`config.mk`:
```
export PLATFORM = sky130hd
export DESIGN_NAME = input_conditioner
export DESIGN_NICKNAME = d
export VERILOG_FILES = /design/src/rtl/input_conditioner.sv
export SDC_FILE = /design/constraint.sdc
export NUM_CORES = 1
export LEC_CHECK = 0
export BUFFER_PORTS_ARGS = -buffer_cell sky130_fd_sc_hd__buf_2
export CAP_MARGIN = 40
export CORE_MARGIN = 1
export CORE_UTILIZATION = 55
export CTS_CLUSTER_DIAMETER = 60
export CTS_CLUSTER_SIZE = 8
export DETAILED_ROUTE_END_ITERATION = 16
export PLACE_DENSITY = 0.76
export SETUP_SLACK_MARGIN = 0.02
export SYNTH_ARGS = -nofsm -noshare
export SYNTH_HDL_FRONTEND = slang
export SYNTH_SLANG_ARGS = --single-unit
```
`constraint.sdc`:
```
create_clock -name clock -period 3.2 [get_ports clock]
set_input_delay 0.8 -clock clock [delete_from_list [all_inputs] [get_ports clock]]
set_output_delay 0.8 -clock clock [all_outputs]
set_load 0.02 [all_outputs]
```
`src/rtl/input_conditioner.sv`:
```
// Front-end conditioning for the board keys and switches: synchronizers,
// per-key debounce/auto-repeat FSMs, and a clamped boat-count register.
module input_conditioner #(
    parameter int unsigned DEBOUNCE_CYCLES = 500000,
    parameter int unsigned REPEAT_DELAY    = 25000000,
    parameter int unsigned REPEAT_PERIOD   = 10000000,
    parameter logic [3:0]  REPEAT_EN       = 4'b0011
) (
    input  logic       clock,
    input  logic       reset,
    input  logic [3:0] key_n,
    input  logic       sw_direction,
    input  logic [2:0] sw_amount,
    output logic       move_h,
    output logic       move_v,
    output logic       fire,
    output logic       place_boat,
    output logic       direction,
    output logic [2:0] amount_boats
);

    localparam int unsigned MAX_A   = (DEBOUNCE_CYCLES > REPEAT_DELAY) ? DEBOUNCE_CYCLES : REPEAT_DELAY;
    localparam int unsigned MAX_CNT = (MAX_A > REPEAT_PERIOD) ? MAX_A : REPEAT_PERIOD;
    localparam int          CNT_W   = $clog2(MAX_CNT);

    localparam logic [CNT_W-1:0] DB_LAST  = CNT_W'(DEBOUNCE_CYCLES - 1);
    localparam logic [CNT_W-1:0] DLY_LAST = CNT_W'(REPEAT_DELAY - 1);
    localparam logic [CNT_W-1:0] PER_LAST = CNT_W'(REPEAT_PERIOD - 1);
    localparam logic [CNT_W-1:0] CNT_ONE  = CNT_W'(1);

    typedef enum logic [2:0] {
        RELEASE_DB,
        IDLE,
        PRESS_DB,
        HELD,
        REPEAT
    } key_state_t;

    function automatic logic [2:0] clamp_amount(input logic [2:0] raw);
        if (raw == 3'd0) begin
            return 3'd1;
        end else if (raw > 3'd5) begin
            return 3'd5;
        end else begin
            return raw;
        end
    endfunction

    logic [3:0] key_sync_p0;
    logic [3:0] key_sync_p1;
    logic       sw_dir_p0;
    logic       sw_dir_p1;
    logic [2:0] sw_amt_p0;
    logic [2:0] sw_amt_p1;
    logic [3:0] pressed;
    logic [3:0] pulse;

    // Stage p0/p1: two-flop synchronizers; keys idle high, switches idle low
    always_ff @(posedge clock or negedge reset) begin
        if (!reset) begin
            key_sync_p0  <= 4'hF;
            key_sync_p1  <= 4'hF;
            sw_dir_p0    <= 1'b0;
            sw_dir_p1    <= 1'b0;
            sw_amt_p0    <= 3'd0;
            sw_amt_p1    <= 3'd0;
            direction    <= 1'b0;
            amount_boats <= 3'd1;
        end else begin
            key_sync_p0  <= key_n;
            key_sync_p1  <= key_sync_p0;
            sw_dir_p0    <= sw_direction;
            sw_dir_p1    <= sw_dir_p0;
            sw_amt_p0    <= sw_amount;
            sw_amt_p1    <= sw_amt_p0;
            direction    <= sw_dir_p1;
            amount_boats <= clamp_amount(sw_amt_p1);
        end
    end

    assign pressed = ~key_sync_p1;

    for (genvar k = 0; k < 4; k++) begin : g_key
        key_state_t       state_q;
        key_state_t       state_d;
        logic [CNT_W-1:0] cnt_q;
        logic [CNT_W-1:0] cnt_d;
        logic             pulse_q;
        logic             pulse_d;

        // Stage p2: debounce/repeat state and the registered pulse
        always_ff @(posedge clock or negedge reset) begin
            if (!reset) begin
                state_q <= RELEASE_DB;
                cnt_q   <= '0;
                pulse_q <= 1'b0;
            end else begin
                state_q <= state_d;
                cnt_q   <= cnt_d;
                pulse_q <= pulse_d;
            end
        end

        always_comb begin
            state_d = state_q;
            cnt_d   = cnt_q;
            pulse_d = 1'b0;
            case (state_q)
                // A bounce while releasing goes back to HELD so it cannot re-fire
                RELEASE_DB: begin
                    if (pressed[k]) begin
                        state_d = HELD;
                        cnt_d   = '0;
                    end else if (cnt_q == DB_LAST) begin
                        state_d = IDLE;
                    end else begin
                        cnt_d = cnt_q + CNT_ONE;
                    end
                end
                IDLE: begin
                    if (pressed[k]) begin
                        state_d = PRESS_DB;
                        cnt_d   = '0;
                    end
                end
                PRESS_DB: begin
                    if (!pressed[k]) begin
                        state_d = IDLE;
                    end else if (cnt_q == DB_LAST) begin
                        pulse_d = 1'b1;
                        state_d = HELD;
                        cnt_d   = '0;
                    end else begin
                        cnt_d = cnt_q + CNT_ONE;
                    end
                end
                HELD: begin
                    if (!pressed[k]) begin
                        state_d = RELEASE_DB;
                        cnt_d   = '0;
                    end else if (REPEAT_EN[k]) begin
                        if (cnt_q == DLY_LAST) begin
                            pulse_d = 1'b1;
                            state_d = REPEAT;
                            cnt_d   = '0;
                        end else begin
                            cnt_d = cnt_q + CNT_ONE;
                        end
                    end
                end
                REPEAT: begin
                    if (!pressed[k]) begin
                        state_d = RELEASE_DB;
                        cnt_d   = '0;
                    end else if (cnt_q == PER_LAST) begin
                        pulse_d = 1'b1;
                        cnt_d   = '0;
                    end else begin
                        cnt_d = cnt_q + CNT_ONE;
                    end
                end
                default: begin
                    state_d = RELEASE_DB;
                    cnt_d   = '0;
                end
            endcase
        end

        assign pulse[k] = pulse_q;
    end

    assign move_h     = pulse[0];
    assign move_v     = pulse[1];
    assign fire       = pulse[2];
    assign place_boat = pulse[3];

endmodule

```
==> key figures <==
Critical path
  – CP bufs+invs: 1
  – Worst path top cell family by delay: compound AO/OA/AOI/OAI gates
  – Worst path max stage delay: 460 ps
  – WP data required: 3500 ps
  – Crit path DAT: 2880 ps
  – Crit-path cells: nor4b_2, nand4_1, o31ai_4, o2111a_2, nor3_4, buf_4, a22o_1
  – WS Path Type: reg2reg
  – CP endpoint kind: flip-flop
  – Max stage delay cell, worst path: dfrtp_1
  – Crit path max fanout: 12
  – Type of origin of the critical path: flip-flop

Clocking
  – CTS tree: built
  – # Post-CTS Setup Buffers: 0
  – Max clock buf depth: 2
  – Clock-pin slew on the worst setup and hold paths: 60 ps
  – Clock latency on the worst-skew pair: 420 ps
  – CTS hold repair buffers: 0
  – # clock sinks: 134
  – H-tree levels: 4
  – Root Buffer: clkbuf_16
  – TritonCTS buffer count: 17
  – CTS resizes: 0

Logic synthesis
  – Syn_nets: 844
  – Synthesis Warnings: 0
  – Syn Std Cell Area: 7660 um^2
  – Avg Cell Area, Syn: 9.23 um^2
  – Syn Inst Count: 830
  – Register area share after synthesis: 43.9%
  – Main flop type after synthesis: dfrtp_1
  – Async SR Flop Fraction: 100%
  – EDFF count, synth: 0
  – Unique cell type count in the Yosys netlist: 84
  – Post-synthesis sequential element count: 134

Routing
  – Iter 0 DRT Violations: 728
  – First-pass DRT Iterations: 5
  – Vias/cell: 6.42
  – DRC violations left: 0
  – Drt total wl: 17300 um
  – Per-cell routed wire length: 16.9 um
  – Via count: 6565
  – ANT nets after route: 0

STA
  – Worst-Margin Slew: 792 ps
  – Worst clock skew: 9.20 ps
  – Final min period: 2570 ps
  – Final setup vio count: 0
  – Post-route clock period utilization: 80.4%
  – RSZ-0062 raised after global routing: no
  – Hold Fails Final Rpt: 0
  – Max frequency: 388 MHz
  – Setup tns final: 0 ps
  – Slew HR: 46.8%
  – Slew Viols, Final: 0

Global routing
  – Antenna violations before repair: 0
  – Number of global-route vias before repair: 6349
  – Largest net degree at the start of global routing: 73
  – First-pass GRT wire length: 30000 um
  – Gr usage total: 26.0%
  – Grt total ovfl: 0

Cells and area
  – Commonest cells after routing, fill and taps aside: 125 x dfrtp_1, 86 x nor2_1, 72 x nand2_1
  – Multi-input logic area: 4000 um^2
  – Fillers: 1067
  – Fin nets: 847
  – Reg area: 3360 um^2
  – Most common cell after layout, fill and taps aside: dfrtp_1
  – Fraction of layout cells with a size suffix above 1: 13.2%
  – Final instance area: 8460 um^2
  – Inserted Diodes: 0
  – Layout area overhead: 10.4%

Placed design
  – IO buf count: 17
  – Post-detail-place hpwl: 11700 um
  – GP Congestion: 0.948
  – Dpl cell area: 7850 um^2

Floorplanning
  – Site Rows: 42
  – Starting Density: 57.2%
  – Ports: 18
  – Die ar.: 14400 um^2
  – Die X: 120 um
  – Core Area: 13400 um^2
  – Die H: 120 um

Flow run
  – MaxCap Viol Count: 0

Pwr
  – VDD IR max: 0.439 mV
  – P per Cell Area: 526 nW/um^2
  – Lkg Pwr: 3.45 nW
  – Final Power: 4.45 mW

Run status
  – Status: finished, final reports clean

Min path
  – Type of the most critical hold path: reg2reg
-- synthesized netlist by cell type, drive strengths merged, types with 3 or more instances --
library cell | instances | area (um^2)
or3 | 11 | 68.8
nand3 | 41 | 205
o2111ai | 4 | 41.3
xor2 | 7 | 61.3
nor2 | 86 | 323
o31ai | 29 | 255
a31oi | 15 | 93.8
o41ai | 6 | 60.1
o211ai | 3 | 22.5
nand4 | 30 | 188
and3 | 25 | 156
dfrtp | 125 | 3130
nor3 | 43 | 287
a211oi | 3 | 32.5
a31o | 4 | 35.0
and4 | 11 | 96.3
clkbuf | 20 | 76.3
o21ai | 43 | 223
nor4b | 10 | 93.8
dfstp | 9 | 236
mux2i | 14 | 140
nand2b | 6 | 37.5
a21oi | 26 | 138
o31a | 3 | 26.3
a21o | 3 | 22.5
or2 | 3 | 18.8
a311oi | 3 | 38.8
nor4 | 21 | 150
nor3b | 3 | 22.5
o21a | 6 | 45.0
ha | 4 | 50.1
inv | 22 | 82.6
xnor2 | 11 | 96.3
nand3b | 4 | 30.0
nand4b | 3 | 26.3
or4 | 9 | 75.1
nand2 | 74 | 283
a22o | 17 | 149
and2 | 9 | 57.6
buf | 24 | 146
nor2b | 11 | 68.8
o2bb2ai | 6 | 52.6
-- worst paths after layout --
check / from / to / slack, ps / depth (start not counted)
max in group asynchronous: reset / key_sync_p1[3]$_DFF_PN1_ / 2080 / 2
min reg2reg: sw_amt_p0[2]$_DFF_PN0_ / sw_amt_p1[2]$_DFF_PN0_ / 350 / 0
max reg2reg: g_key[0].cnt_q[11]$_DFFE_PN0P_ / g_key[0].cnt_q[11]$_DFFE_PN0P_ / 630 / 7
min in group asynchronous: reset / g_key[2].cnt_q[19]$_DFFE_PN0P_ / 390 / 1
min: sw_amt_p0[2]$_DFF_PN0_ / sw_amt_p1[2]$_DFF_PN0_ / 350 / 0
max: g_key[0].cnt_q[11]$_DFFE_PN0P_ / g_key[0].cnt_q[11]$_DFFE_PN0P_ / 630 / 7
-- routing by layer --
| metal | track usage (%) | share of wire [%] |
|---|---|---|
| met1 | 34.6 | 46 |
| met2 | 41.7 | 48 |
| met3 | 5.61 | 4.6 |
| met4 | 9.61 | 1.3 |
| met5 | 0 | 0 |
-- metrics by stage --
stage | setup slack (ps) | util (%) | hold slack, ps | instances
global placement | 759 | 58.6 | 332 | 990
floorplan | 971 | - | 331 | 830
CTS | 637 | 63.1 | 348 | 1022
detailed placement | 668 | 58.6 | 335 | 990
finish | 626 | 63.1 | 348 | 1022
global route | 413 | 63.1 | 353 | 1022
-- report_power, final --
group          internal [mW]  total, mW  switching, mW  leakage, nW
Clock                   1.27       2.00          0.736        0.286
Sequential              1.77       1.87          0.100         1.79
Combinational          0.196      0.582          0.385         1.37
Total                   3.23       4.45           1.22         3.45
-- worst register-to-register path, cell delays in order (launching register included) --
cell,delay [ps]
dfrtp_1,460
nor4b_2,340
nand4_1,310
o31ai_4,380
o2111a_2,440
nor3_4,130
buf_4,200
a22o_1,220
-- area by class of cell --
class,count,area share (%)
Clock buffer,21,5.44
Sequential cell,134,39.8
Clock inverter,11,1.75
Timing Repair Buffer,28,2.20
Tap cell,176,2.60
Inverter,22,0.976
Multi-Input combinational cell,630,47.2
-- state kept, by name, summed over array words and instances (netlist names) --
signal,flops
amount_boats,3
direction,1
fire,1
g_key.cnt_q,100
g_key.state_q,10
key_sync_p0,4
key_sync_p1,4
move_h,1
move_v,1
place_boat,1
sw_amt_p0,3
sw_amt_p1,3
sw_dir_p0,1
sw_dir_p1,1
-- logic make-up after synthesis --
logic type / synth area share [%]
and+or+nand+nor: 29.3
buffers and inverters: 3.98
adders and majority gates: 0.653
xor gates and xnor gates: 2.06
DFF: 43.9
AOI/OAI and AO/OA: 18.0
muxes: 2.12
Power figures use the tool's default switching activity.
